==> src/rtl/gate_sweep_pkg.sv <==
// -----------------------------------------------------------------------------
// gate_sweep_pkg
// Shared definitions for the gate sweep controller: FSM state encoding,
// counter widths, the combination-index to {b,a} operand mapping and a
// saturating increment helper for the 8-bit counters.
// -----------------------------------------------------------------------------
package gate_sweep_pkg;

  // Width of the error, pass and settle counters.
  localparam int CNT_W = 8;
  // Width of the combination index (four {b,a} combinations).
  localparam int IDX_W = 2;

  localparam logic [CNT_W-1:0] CNT_MAX  = '1;
  localparam logic [IDX_W-1:0] LAST_IDX = '1;

  typedef enum logic [2:0] {
    ST_IDLE,
    ST_DRIVE,
    ST_SETTLE,
    ST_CHECK,
    ST_DONE
  } state_e;

  typedef struct packed {
    logic b;
    logic a;
  } operand_t;

  // Index 0..3 maps to {b,a} = 00, 01, 10, 11.
  function automatic operand_t combo_operands(input logic [IDX_W-1:0] idx);
    operand_t op;
    op.b = idx[1];
    op.a = idx[0];
    return op;
  endfunction

  function automatic logic [CNT_W-1:0] sat_inc(input logic [CNT_W-1:0] value);
    return (value == CNT_MAX) ? value : value + 1'b1;
  endfunction

endpackage

==> src/rtl/gate_sweep_ref.sv <==
// -----------------------------------------------------------------------------
// gate_sweep_ref
// Combinational expected-value function for the one_bit gate block.
// Ports:
//   a, b      : operands currently driven to the gate block
//   expected  : {c,d,e,f} = {a&b, a|b, a^b, ~(a&b)}
// -----------------------------------------------------------------------------
module gate_sweep_ref (
  input  logic       a,
  input  logic       b,
  output logic [3:0] expected
);

  assign expected = {a & b, a | b, a ^ b, ~(a & b)};

endmodule

==> src/rtl/gate_sweep_ctrl.sv <==
// -----------------------------------------------------------------------------
// gate_sweep_ctrl
// Exhaustively exercises a one_bit gate block: drives all four {b,a}
// combinations, waits SETTLE_CYC cycles for each, compares the block's
// outputs against the expected gate functions and accumulates errors.
// The whole 4-combination sweep is repeated PASSES times per start.
// Ports:
//   clk, rst_n        : clock, asynchronous active-low reset
//   start             : one-cycle sweep request, honoured only when idle
//   abort             : ends a running sweep early (result marked failed)
//   a, b              : operand drives to the gate block
//   c, d, e, f        : gate block results (and, or, xor, nand)
//   busy              : high whenever a sweep is in progress
//   done              : one-cycle pulse when a sweep ends
//   pass_ok           : sweep verdict, valid with done and held afterwards
//   err_cnt           : failing combination checks, saturating at 255
//   fail_mask         : sticky failure flag per combination index
// -----------------------------------------------------------------------------
module gate_sweep_ctrl
  import gate_sweep_pkg::*;
#(
  parameter int SETTLE_CYC = 4,
  parameter int PASSES     = 1
) (
  input  logic             clk,
  input  logic             rst_n,
  input  logic             start,
  input  logic             abort,
  output logic             a,
  output logic             b,
  input  logic             c,
  input  logic             d,
  input  logic             e,
  input  logic             f,
  output logic             busy,
  output logic             done,
  output logic             pass_ok,
  output logic [CNT_W-1:0] err_cnt,
  output logic [3:0]       fail_mask
);

  localparam logic [CNT_W-1:0] SETTLE_LOAD = CNT_W'(SETTLE_CYC - 1);
  localparam logic [CNT_W-1:0] LAST_PASS   = CNT_W'(PASSES - 1);

  state_e           state;
  logic [IDX_W-1:0] idx;
  logic [CNT_W-1:0] pass_cnt;
  logic [CNT_W-1:0] settle_cnt;

  logic [3:0]       expected;
  logic [3:0]       observed;
  logic             mismatch;
  logic [CNT_W-1:0] err_next;

  gate_sweep_ref u_ref (
    .a        (a),
    .b        (b),
    .expected (expected)
  );

  // Any number of wrong outputs for one combination is a single error.
  assign observed = {c, d, e, f};
  assign mismatch = (observed != expected);
  assign err_next = mismatch ? sat_inc(err_cnt) : err_cnt;

  // NOTE: every register is written with <= so all of them update together
  // from the values present before the edge; mixing in = here would let
  // later statements see half-updated state.
  always_ff @(posedge clk or negedge rst_n) begin
    if (!rst_n) begin
      state      <= ST_IDLE;
      idx        <= '0;
      pass_cnt   <= '0;
      settle_cnt <= '0;
      a          <= 1'b0;
      b          <= 1'b0;
      busy       <= 1'b0;
      done       <= 1'b0;
      pass_ok    <= 1'b0;
      err_cnt    <= '0;
      fail_mask  <= '0;
    end else begin
      // done is a pulse: low unless this cycle's transition enters DONE.
      done <= 1'b0;

      if (state != ST_IDLE && state != ST_DONE && abort) begin
        // Abort wins over every other transition and skips the compare.
        state   <= ST_DONE;
        done    <= 1'b1;
        pass_ok <= 1'b0;
      end else begin
        case (state)
          ST_IDLE: begin
            // start together with abort is treated as no request.
            if (start && !abort) begin
              state     <= ST_DRIVE;
              busy      <= 1'b1;
              idx       <= '0;
              pass_cnt  <= '0;
              err_cnt   <= '0;
              fail_mask <= '0;
              pass_ok   <= 1'b0;
            end
          end

          ST_DRIVE: begin
            {b, a}     <= combo_operands(idx);
            settle_cnt <= SETTLE_LOAD;
            state      <= ST_SETTLE;
          end

          ST_SETTLE: begin
            if (settle_cnt == '0) begin
              state <= ST_CHECK;
            end else begin
              settle_cnt <= settle_cnt - 1'b1;
            end
          end

          ST_CHECK: begin
            if (mismatch) begin
              err_cnt        <= err_next;
              fail_mask[idx] <= 1'b1;
            end
            if (idx != LAST_IDX) begin
              idx   <= idx + 1'b1;
              state <= ST_DRIVE;
            end else if (pass_cnt != LAST_PASS) begin
              idx      <= '0;
              pass_cnt <= pass_cnt + 1'b1;
              state    <= ST_DRIVE;
            end else begin
              // Verdict uses err_next so the final check is included.
              state   <= ST_DONE;
              done    <= 1'b1;
              pass_ok <= (err_next == '0);
            end
          end

          ST_DONE: begin
            state <= ST_IDLE;
            busy  <= 1'b0;
          end

          default: begin
            state <= ST_IDLE;
            busy  <= 1'b0;
          end
        endcase
      end
    end
  end

endmodule

==> config.mk <==
export PLATFORM = sky130hd
export DESIGN_NAME = gate_sweep_ctrl
export DESIGN_NICKNAME = d
export VERILOG_FILES = /design/src/rtl/gate_sweep_pkg.sv /design/src/rtl/gate_sweep_ref.sv /design/src/rtl/gate_sweep_ctrl.sv
export SDC_FILE = /design/constraint.sdc
export NUM_CORES = 1
export LEC_CHECK = 0
export CAP_MARGIN = 5
export CORE_ASPECT_RATIO = 1.1
export CORE_UTILIZATION = 59
export CTS_CLUSTER_DIAMETER = 30
export DETAILED_ROUTE_END_ITERATION = 7
export PLACE_DENSITY = 0.83
export SLEW_MARGIN = 20
export SYNTH_ARGS = -nofsm -noshare
export SYNTH_HDL_FRONTEND = slang
export SYNTH_HIERARCHICAL = 1
export SYNTH_SLANG_ARGS = --single-unit
==> constraint.sdc <==
create_clock -name clk -period 2.8 [get_ports clk]
set_input_delay 0.28 -clock clk [delete_from_list [all_inputs] [get_ports clk]]
set_output_delay 0.28 -clock clk [all_outputs]
set_load 0.01 [all_outputs]
=== Word level (Yosys, flattened, before mapping) ===
Cells that the tools add are included.

* Output and inout port bits: 17
* Word-level logic and storage cells: 99
* Register bits: 38
* Input bits: 8

* Mux-type cells: 36
* Eq/ne operators: 17
* Bitwise gates (word level): 7
* $add $sub $neg: 4
* Order comparisons: 2
* Reductions and logical operators: 22

{| class="wikitable"
|+ Operator list
! cell !! count
|-
| 8-bit two-way mux || 7
|-
| 8-bit case mux with 2 select lines || 3
|-
| 3-bit != test, second input constant || 6
|-
| 8-bit by 1-bit adder with 8-bit output, second input constant || 2
|-
| 8-bit zero test || 2
|-
| 3-bit two-way mux || 5
|-
| 2-bit != test, second input constant || 6
|-
| 3-bit case mux with 4 select lines || 1
|-
| 4-bit AND reduction || 3
|-
| 1-bit two-way mux || 10
|-
| 8-bit equality test, second input constant || 1
|-
| 4-bit two-way mux || 2
|-
| 4-bit case mux with 2 select lines || 1
|-
| 8-bit nonzero test || 1
|-
| 8-bit by 1-bit subtractor with 8-bit output, second input constant || 1
|-
| 3-bit by 2-bit equality test with 1-bit output, second input constant || 2
|-
| 2-bit two-way mux || 3
|-
| 3-bit AND reduction || 2
|-
| 3-bit nonzero test || 2
|-
| 5-bit AND reduction || 1
|-
| 1-bit logical AND || 4
|-
| 4-bit != test || 1
|-
| 4-bit OR || 1
|-
| 1-bit case mux with 2 select lines || 2
|-
| other kinds (15) || 19
|}

=== Logic depth before layout (Yosys ltp) ===
Gate-level depths: netlist of the first run.

* Word-level depth: 9
* Gate-level depth with buffers: 9
* Mapped depth without buffers: 8

=== Cells and area by module ===
The synthesis of the first run kept the hierarchy.

{| class="wikitable"
|+ Modules (own cells, without submodules)
! module !! area an instance (µm²) !! sequential area each (µm²) !! cells each !! times used
|-
| gate_sweep_ctrl || 2269.7 || 950.9 || 228 || 1
|-
| gate_sweep_ref || 52.6 || 0.0 || 7 || 1
|}

=== Worst setup path before layout of the first run ===
Ideal clock, no wire load.

* Path type: register -> register
* Start point: register a
* End point: register pass_ok
* Cell stages (with the launch flop): 9
* Clock period less this slack: 1.966 ns
* Setup time: 0.095 ns
* Setup slack: 0.834 ns
* Data arrival time: 1.871 ns
* Data required time: 2.705 ns
* Path buffers: 1
* Path through: dfrtp_1 -> inv_1 -> ha_1 -> xnor2_1 -> nand4_1 -> clkbuf_1 -> a211oi_1 -> o22ai_1 -> o31ai_1

* Elaborated cells on any way between the ends: 11
* Classes of those cells: eq/ne: 1; mux: 5; bitwise: 4; reduce/logical: 1

{| class="wikitable"
|+ RTL lines
! what !! RTL line !! RTL
|-
| start: declaration || gate_sweep_ctrl.sv:29 || <nowiki>output logic a,</nowiki>
|-
| start signal: assignment || gate_sweep_ctrl.sv:107 || <nowiki>{b, a} <= combo_operands(idx);</nowiki>
|-
| 1-bit XOR || gate_sweep_ref.sv:14 || <nowiki>assign expected = {a & b, a | b, a ^ b, ~(a & b)};</nowiki>
|-
| net expected[1] || gate_sweep_ctrl.sv:50 || <nowiki>logic [3:0] expected;</nowiki>
|-
| 4-bit != test || gate_sweep_ctrl.sv:63 || <nowiki>assign mismatch = (observed != expected);</nowiki>
|-
| 8-bit two-way mux || gate_sweep_ctrl.sv:64 || <nowiki>assign err_next = mismatch ? sat_inc(err_cnt) : err_cnt;</nowiki>
|-
| 8-bit zero test || gate_sweep_ctrl.sv:136 || <nowiki>pass_ok <= (err_next == '0);</nowiki>
|-
| 1-bit two-way mux || gate_sweep_ctrl.sv:128 || <nowiki>end else if (pass_cnt != LAST_PASS) begin</nowiki>
|-
| 1-bit two-way mux || gate_sweep_ctrl.sv:125 || <nowiki>if (idx != LAST_IDX) begin</nowiki>
|-
| 1-bit case mux with 2 select lines || gate_sweep_ctrl.sv:92 || <nowiki>case (state)</nowiki>
|-
| 1-bit two-way mux || gate_sweep_ctrl.sv:86 || <nowiki>if (state != ST_IDLE && state != ST_DONE && abort) begin</nowiki>
|-
| end signal: assignment || gate_sweep_ctrl.sv:136 ||
|-
| end: declaration || gate_sweep_ctrl.sv:37 || <nowiki>output logic pass_ok,</nowiki>
|}

The timed path passes the listed nets, and every way through them passes these cells. The select of a mux whose other input is x is not followed.
A chain may end at the register's enable or synchronous reset.

=== Final worst setup path of the first run ===
Ends and elaborated chain as after synthesis.

==> metrics, run 1 <==
post-synth top area share=40.9%; Pwr Density=588 mW/mm^2; Cells after Synth=235; nets=279; CP required=2.99 ns; RSZ-0062 raised after global routing=false; Cell Area, Placed=0.00258 mm^2; CP startpoint=a; Vias/cell=6.10; routability cong.=0.889; max frequency=0.441 GHz; die area=0.00419 mm^2; Worst slew margin=44.3%; Residual DRC=0; Total GRT Usage=25.4%; DR vias=1,891; area leader, netlist=dfrtp_1; DR WL/cell=15.1 um; max_cap viols=0; min Tclk post-route=2.27 ns; HPWL Detailed=3270 um; vias in the first global route=1,710; final worst path period share=80.9%; Syn Nets=255; Final Non-Filler Cells=310; io pins=25; Rows=23; CTS Buf Count=5; layout cell share with drive strength beyond 1=10.0%; max-slew violation count=0; worst skew pair latency=0.29 ns; Final Hold Vio Count=0; Critical Path Start Type=flip-flop; CTS tree=yes; VDD IR-drop max=0.292 mV; worst-margin pin slew=0.836 ns; Worst-path clk slew=0.07 ns; Hold Crit Class=input pin to asynchronous set/reset pin; post-synth cell types=49; Area Growth Syn to Fin=15.8%; initial antenna violation count=0; largest cells by area after synthesis=dfrtp_1 (41%), ha_1 (6.5%), xor2_1 (5.7%); Hold Worst Slack=0.0932 ns; # resized after CTS=0; worst setup skew after layout=0.00364 ns; Crit path arrival time=2.46 ns; Main synth FF type=dfrtp_1; yosys warns=6; Ant. Diodes=0; critical path fanouts, max=6; sequential area share after synthesis=40.9%; CTS sink cnt=38; initial DRC count=142; Post-synth EDFFs=0; CTS root buf=clkbuf_8; count leader, synth=dfrtp_1; final setup TNS=0 ns; pin count of the biggest net entering global routing=39; outcome=finished clean; Leakage=1.21 nW; global route total overflow=0; H-tree depth=2; Post-Syn Area=0.00232 mm^2; Critical R2R Launch=a; design area=0.00269 mm^2; first-pass GRT wire length=7800 um; number of synthesized register bits=38; Post-CTS Setup Bufs=0; Chip Width=61.8 um; syn avg cell area=9.88 um^2; final setup vio count=0; die height=67.8 um; DRT Pass-1 Iters=4; CTS Hold Bufs=0; Worst setup EP type=flip-flop; placed cell count=302; Synth top cells by count=dfrtp_1 (38), nor2_1 (27), inv_1 (15), xor2_1 (15), ha_1 (12); IO Port Bufs=24; clk buf depth=2; worst reg2reg path depth=7; core area=0.00371 mm^2; Final Power=1.58 mW; ys async rst share=100%; wirelength, routed=4680 um; Setup CP Type=flip-flop to flip-flop; Detail Route Antenna Nets=0; Starting Density=62.6%
[cells by family after synthesis]
family,count (synthesis),synth area share (%)
AO/OA/AOI/OAI,51,16.1
XOR/XNOR,20,7.54
adder cells (fa/ha/maj),12,6.47
buffers and inverters,24,4.69
flip-flops,38,40.9
multiplexers,5,2.37
AND/OR/NAND/NOR,85,21.9
[power by group]
part | switching (mW) | internal (mW)
logic | 0.218 | 0.181
clock network | 0.184 | 0.266
registers | 0.0992 | 0.632
[worst max-delay path: stages, from the launching register on]
cell     delay, ns
dfrtp_1       0.41
inv_1         0.06
ha_1          0.33
xnor2_1       0.25
nand4_1       0.28
nand3_1       0.22
mux2_2        0.36
o31ai_1       0.26
[cells in the final DEF (no fill, tap or decap), drive strengths merged, types with 2 or more instances in the layout]
cell type,netlist,layout
dfrtp,38,38
nor2,27,27
clkdlybuf4s50,0,23
inv,15,15
xor2,15,15
ha,12,12
o21ai,12,12
nand2,10,10
a21oi,10,10
nand3,9,9
nand4,7,7
o31ai,7,7
clkbuf,3,7
and3,6,6
xnor2,5,5
o2111ai,4,4
mux2,4,4
a31oi,4,4
nor3,4,4
a21o,3,3
nor2b,3,3
nor3b,3,3
nor4,3,3
a41oi,3,3
buf,6,3
and4,2,2
a211oi,2,2
o22ai,2,2
nand4b,2,2
o41ai,2,2
[area by class of cell]
cell class,count,area [um^2]
repair buffers,26,250
well taps,50,62.6
flip-flops and latches,38,951
fillers,275,1020
multi-input cells,173,1260
inverters,15,56.3
clock inverters,1,30.0
clock buffers,7,76.3
[stage by stage]
stage | utilization [%] | setup slack (ns)
global placement | 69.6 | 0.345
floorplan | - | 0.834
detailed placement | 69.6 | 0.305
global route | 72.4 | 0.293
finish | 72.4 | 0.534
CTS | 72.4 | 0.557
[registers in the layout, indices dropped and copies added (netlist names)]
name        flops
pass_cnt        8
pass_ok         1
settle_cnt      8
fail_mask       4
err_cnt         8
idx             2
state           3
b               1
done            1
a               1
busy            1
[per-layer routing]
layer	track usage (%)	wire, um	up-vias
met4	10.3	70	0
met2	39.1	2190	76
met1	34.5	2150	909
li1	-	-	897
met3	5.56	263	9
met5	0	0	-
[final timing paths]
| check | to | slack (ns) |
|---|---|---|
| setup / recovery | pass_ok | 0.53 |
| hold / removal | settle_cnt[3] | 0.09 |
| setup reg to reg | pass_ok | 0.53 |
| hold reg to reg | busy | 0.49 |
| max in group asynchronous | err_cnt[6] | 2.18 |
| min in group clk | busy | 0.49 |
Note: power is estimated with default switching activity, not from simulation.
==> inputs of run 2 (changes only) <==
--- a/config.mk
+++ b/config.mk
@@ -7,10 +7,10 @@
 export LEC_CHECK = 0
 export CAP_MARGIN = 5
 export CORE_ASPECT_RATIO = 1.1
-export CORE_UTILIZATION = 59
+export CORE_UTILIZATION = 51
 export CTS_CLUSTER_DIAMETER = 30
 export DETAILED_ROUTE_END_ITERATION = 7
-export PLACE_DENSITY = 0.83
+export PLACE_DENSITY = 0.76
 export SLEW_MARGIN = 20
 export SYNTH_ARGS = -nofsm -noshare
 export SYNTH_HDL_FRONTEND = slang
==> constraint.sdc (replaced) <==
create_clock -name clk -period 1.9 [get_ports clk]
set_input_delay 0.19 -clock clk [delete_from_list [all_inputs] [get_ports clk]]
set_output_delay 0.19 -clock clk [all_outputs]
set_load 0.01 [all_outputs]
==> run 2 against run 1 <==
Net effect: the flow now finishes with violations (setup timing); power is 73% higher; critical path depth is the same; core utilization rose by 0.52 points; final cell count grew 12%; global-route usage rose by 0.23 points; critical path type unchanged.
==> metrics, run 2 (synthesis results as in run 1) <==
die area=0.00483 mm^2 (+15%); routability cong.=0.880 (-1.1%); Rows=25 (+8.7%); Area Growth Syn to Fin=36.6%; Crit path arrival time=2.26 ns (-0.20 ns); worst reg2reg path depth=7 (unchanged); nets=313 (+12%); RSZ-0062 raised after global routing=true; Vias/cell=5.90 (-3.2%); VDD IR-drop max=0.478 mV (+64%); min Tclk post-route=2.04 ns (-0.226 ns); HPWL Detailed=3820 um (+17%); top flop regs=err_cnt (8), pass_cnt (8), settle_cnt (8); Detail Route Antenna Nets=0 (unchanged); core area=0.00435 mm^2 (+17%); slowest CP cell=dfrtp_1; CP max stage delay=0.37 ns (-0.04 ns); failing checks=setup timing; first-pass GRT wire length=9380 um (+20%); worst-margin pin slew=0.502 ns (-0.334 ns); FF-to-FF setup slack=-0.14 ns (-0.67 ns); Chip Width=66.3 um (+7.3%); initial antenna violation count=0 (unchanged); initial DRC count=175 (+23%); Starting Density=53.4% (-9.1 points); Setup CP Type=flip-flop to flip-flop; outcome=finished with violations; worst setup skew after layout=0.00926 ns (+0.00562 ns); Top Layer Used=met4; commonest non-fill, non-tap cell in the layout=dfrtp_1; Leakage=1.44 nW (+19%); CP required=2.12 ns (-0.87 ns); Pwr Density=865 mW/mm^2 (+47%); Worst-path clk slew=0.08 ns (about the same); Critical Path Start Type=flip-flop; Total GRT Usage=25.7% (+0.23 points); CTS root buf=clkbuf_8; DRT Pass-1 Iters=5 (+1); io pins=25 (unchanged); pin count of the biggest net entering global routing=39 (unchanged); global route total overflow=0 (unchanged); Worst setup EP type=flip-flop; vias in the first global route=2,025 (+18%); Worst slew margin=66.6% (+22 points); Reg-to-Reg End=pass_ok; Cell Chain, Critical Path=ha_1 -> and3_1 -> nand3_2 -> buf_4 -> a211oi_1 -> o22ai_1 -> o31ai_2; M1 WL=2530 um (+17%); H-tree depth=2 (unchanged); IO Port Bufs=24 (unchanged); Ant. Diodes=0 (unchanged); layout cell share with drive strength beyond 1=29.3% (+19 points); Residual DRC=0 (unchanged); final worst path period share=107% (+26 points); CTS Buf Count=5 (unchanged); final setup vio count=6 (+6); max frequency=0.490 GHz (+11%); Cell Area, Placed=0.00284 mm^2 (+9.8%); DR WL met3=249 um (-5.3%); setup ws final=-0.139 ns (-0.674 ns); Final Hold Vio Count=0 (unchanged); max_cap viols=0 (unchanged); design area=0.00317 mm^2 (+18%); DR vias=2,054 (+8.6%); clk buf depth=2 (unchanged); Final Power=2.74 mW (+73%); wire length on met2=2700 um (+23%); critical path fanouts, max=8 (+2); wirelength, routed=5580 um (+19%); Critical R2R Launch=err_cnt[0]; Hold Crit Class=input pin to asynchronous set/reset pin; CTS sink cnt=38 (unchanged); most frequent cells in the layout=dfrtp_1 (35), buf_4 (31), nor2_1 (25); die height=72.8 um (+7.3%); max-slew violation count=0 (unchanged); CTS tree=yes; worst skew pair latency=0.30 ns (about the same); DR WL/cell=16.0 um (+6.3%)
-- run 2: worst max-delay path by stage --
stage | from | end | slack, ns | cells after the start
floorplan | a | pass_ok | -0.02 | 7
detailed placement | a | pass_ok | -0.27 | 8
global placement | a | pass_ok | -0.07 | 7
global route | err_cnt[1] | pass_ok | -0.22 | 7
CTS | a | pass_ok | -0.10 | 7
finish | err_cnt[0] | pass_ok | -0.14 | 7
-- run 2: where the power goes --
group	switching, mW	internal [mW]
Combinational	0.403	0.401
Clock	0.312	0.560
Sequential	0.133	0.933
Total	0.848	1.89
-- run 2: area by class of cell --
cell class / count / area, um^2
Clock buffer: 6 / 82.6
Clock inverter: 2 / 60.1
Fill cell: 297 / 1180
Inverter: 15 / 56.3
Multi-Input combinational cell: 173 / 1420
Sequential cell: 38 / 955
Tap cell: 54 / 67.6
Timing Repair Buffer: 60 / 536
-- run 2: metrics by stage --
step | setup slack [ns] | std cells | hold slack, ns | utilization, % | setup TNS [ns]
2_1_floorplan | -0.0191 | 235 | -0.106 | - | -0.0191
3_5_place_dp | -0.268 | 335 | 0.277 | 65.2 | -0.655
6_report | -0.139 | 348 | 0.477 | 72.9 | -0.238
5_1_grt | -0.216 | 348 | 0.514 | 72.9 | -0.942
3_3_place_gp | -0.0677 | 335 | 0.272 | 65.2 | -0.0894
4_1_cts | -0.102 | 348 | 0.483 | 71.3 | -0.186
-- run 2: worst max-delay path, delay by kind of cell (launching register included) --
kind | cells | cell delay [ns]
buf+inv | 1 | 0.23
compound gates | 3 | 0.59
flops | 1 | 0.37
fa+ha+maj | 1 | 0.32
simple gates | 2 | 0.44
-- run 2: routing by layer --
layer / vias to the layer above / track usage [%]
met1: 1014 / 33.7
li1: 967 / -
met4: 0 / 12.1
met2: 60 / 40.4
met5: - / 0
met3: 13 / 5.47
-- run 2: what timing repair did --
action                                  CTS  global route
gates resized for setup                  17            20
endpoints found under the hold margin    38             0
pin swaps                                 9             7
setup buffers                             4             0
endpoints found under the setup margin    9            16
hold buffers                              1             0
==> inputs of run 3 (changes only) <==
--- a/config.mk
+++ b/config.mk
@@ -8,7 +8,6 @@
 export CAP_MARGIN = 5
 export CORE_ASPECT_RATIO = 1.1
 export CORE_UTILIZATION = 51
-export CTS_CLUSTER_DIAMETER = 30
 export DETAILED_ROUTE_END_ITERATION = 7
 export PLACE_DENSITY = 0.76
 export SLEW_MARGIN = 20
@@ -16,3 +15,4 @@
 export SYNTH_HDL_FRONTEND = slang
 export SYNTH_HIERARCHICAL = 1
 export SYNTH_SLANG_ARGS = --single-unit
+export TNS_END_PERCENT = 100
==> results of run 3 <==
No change in the layout: final DEF, timing and power equal those of run 2.
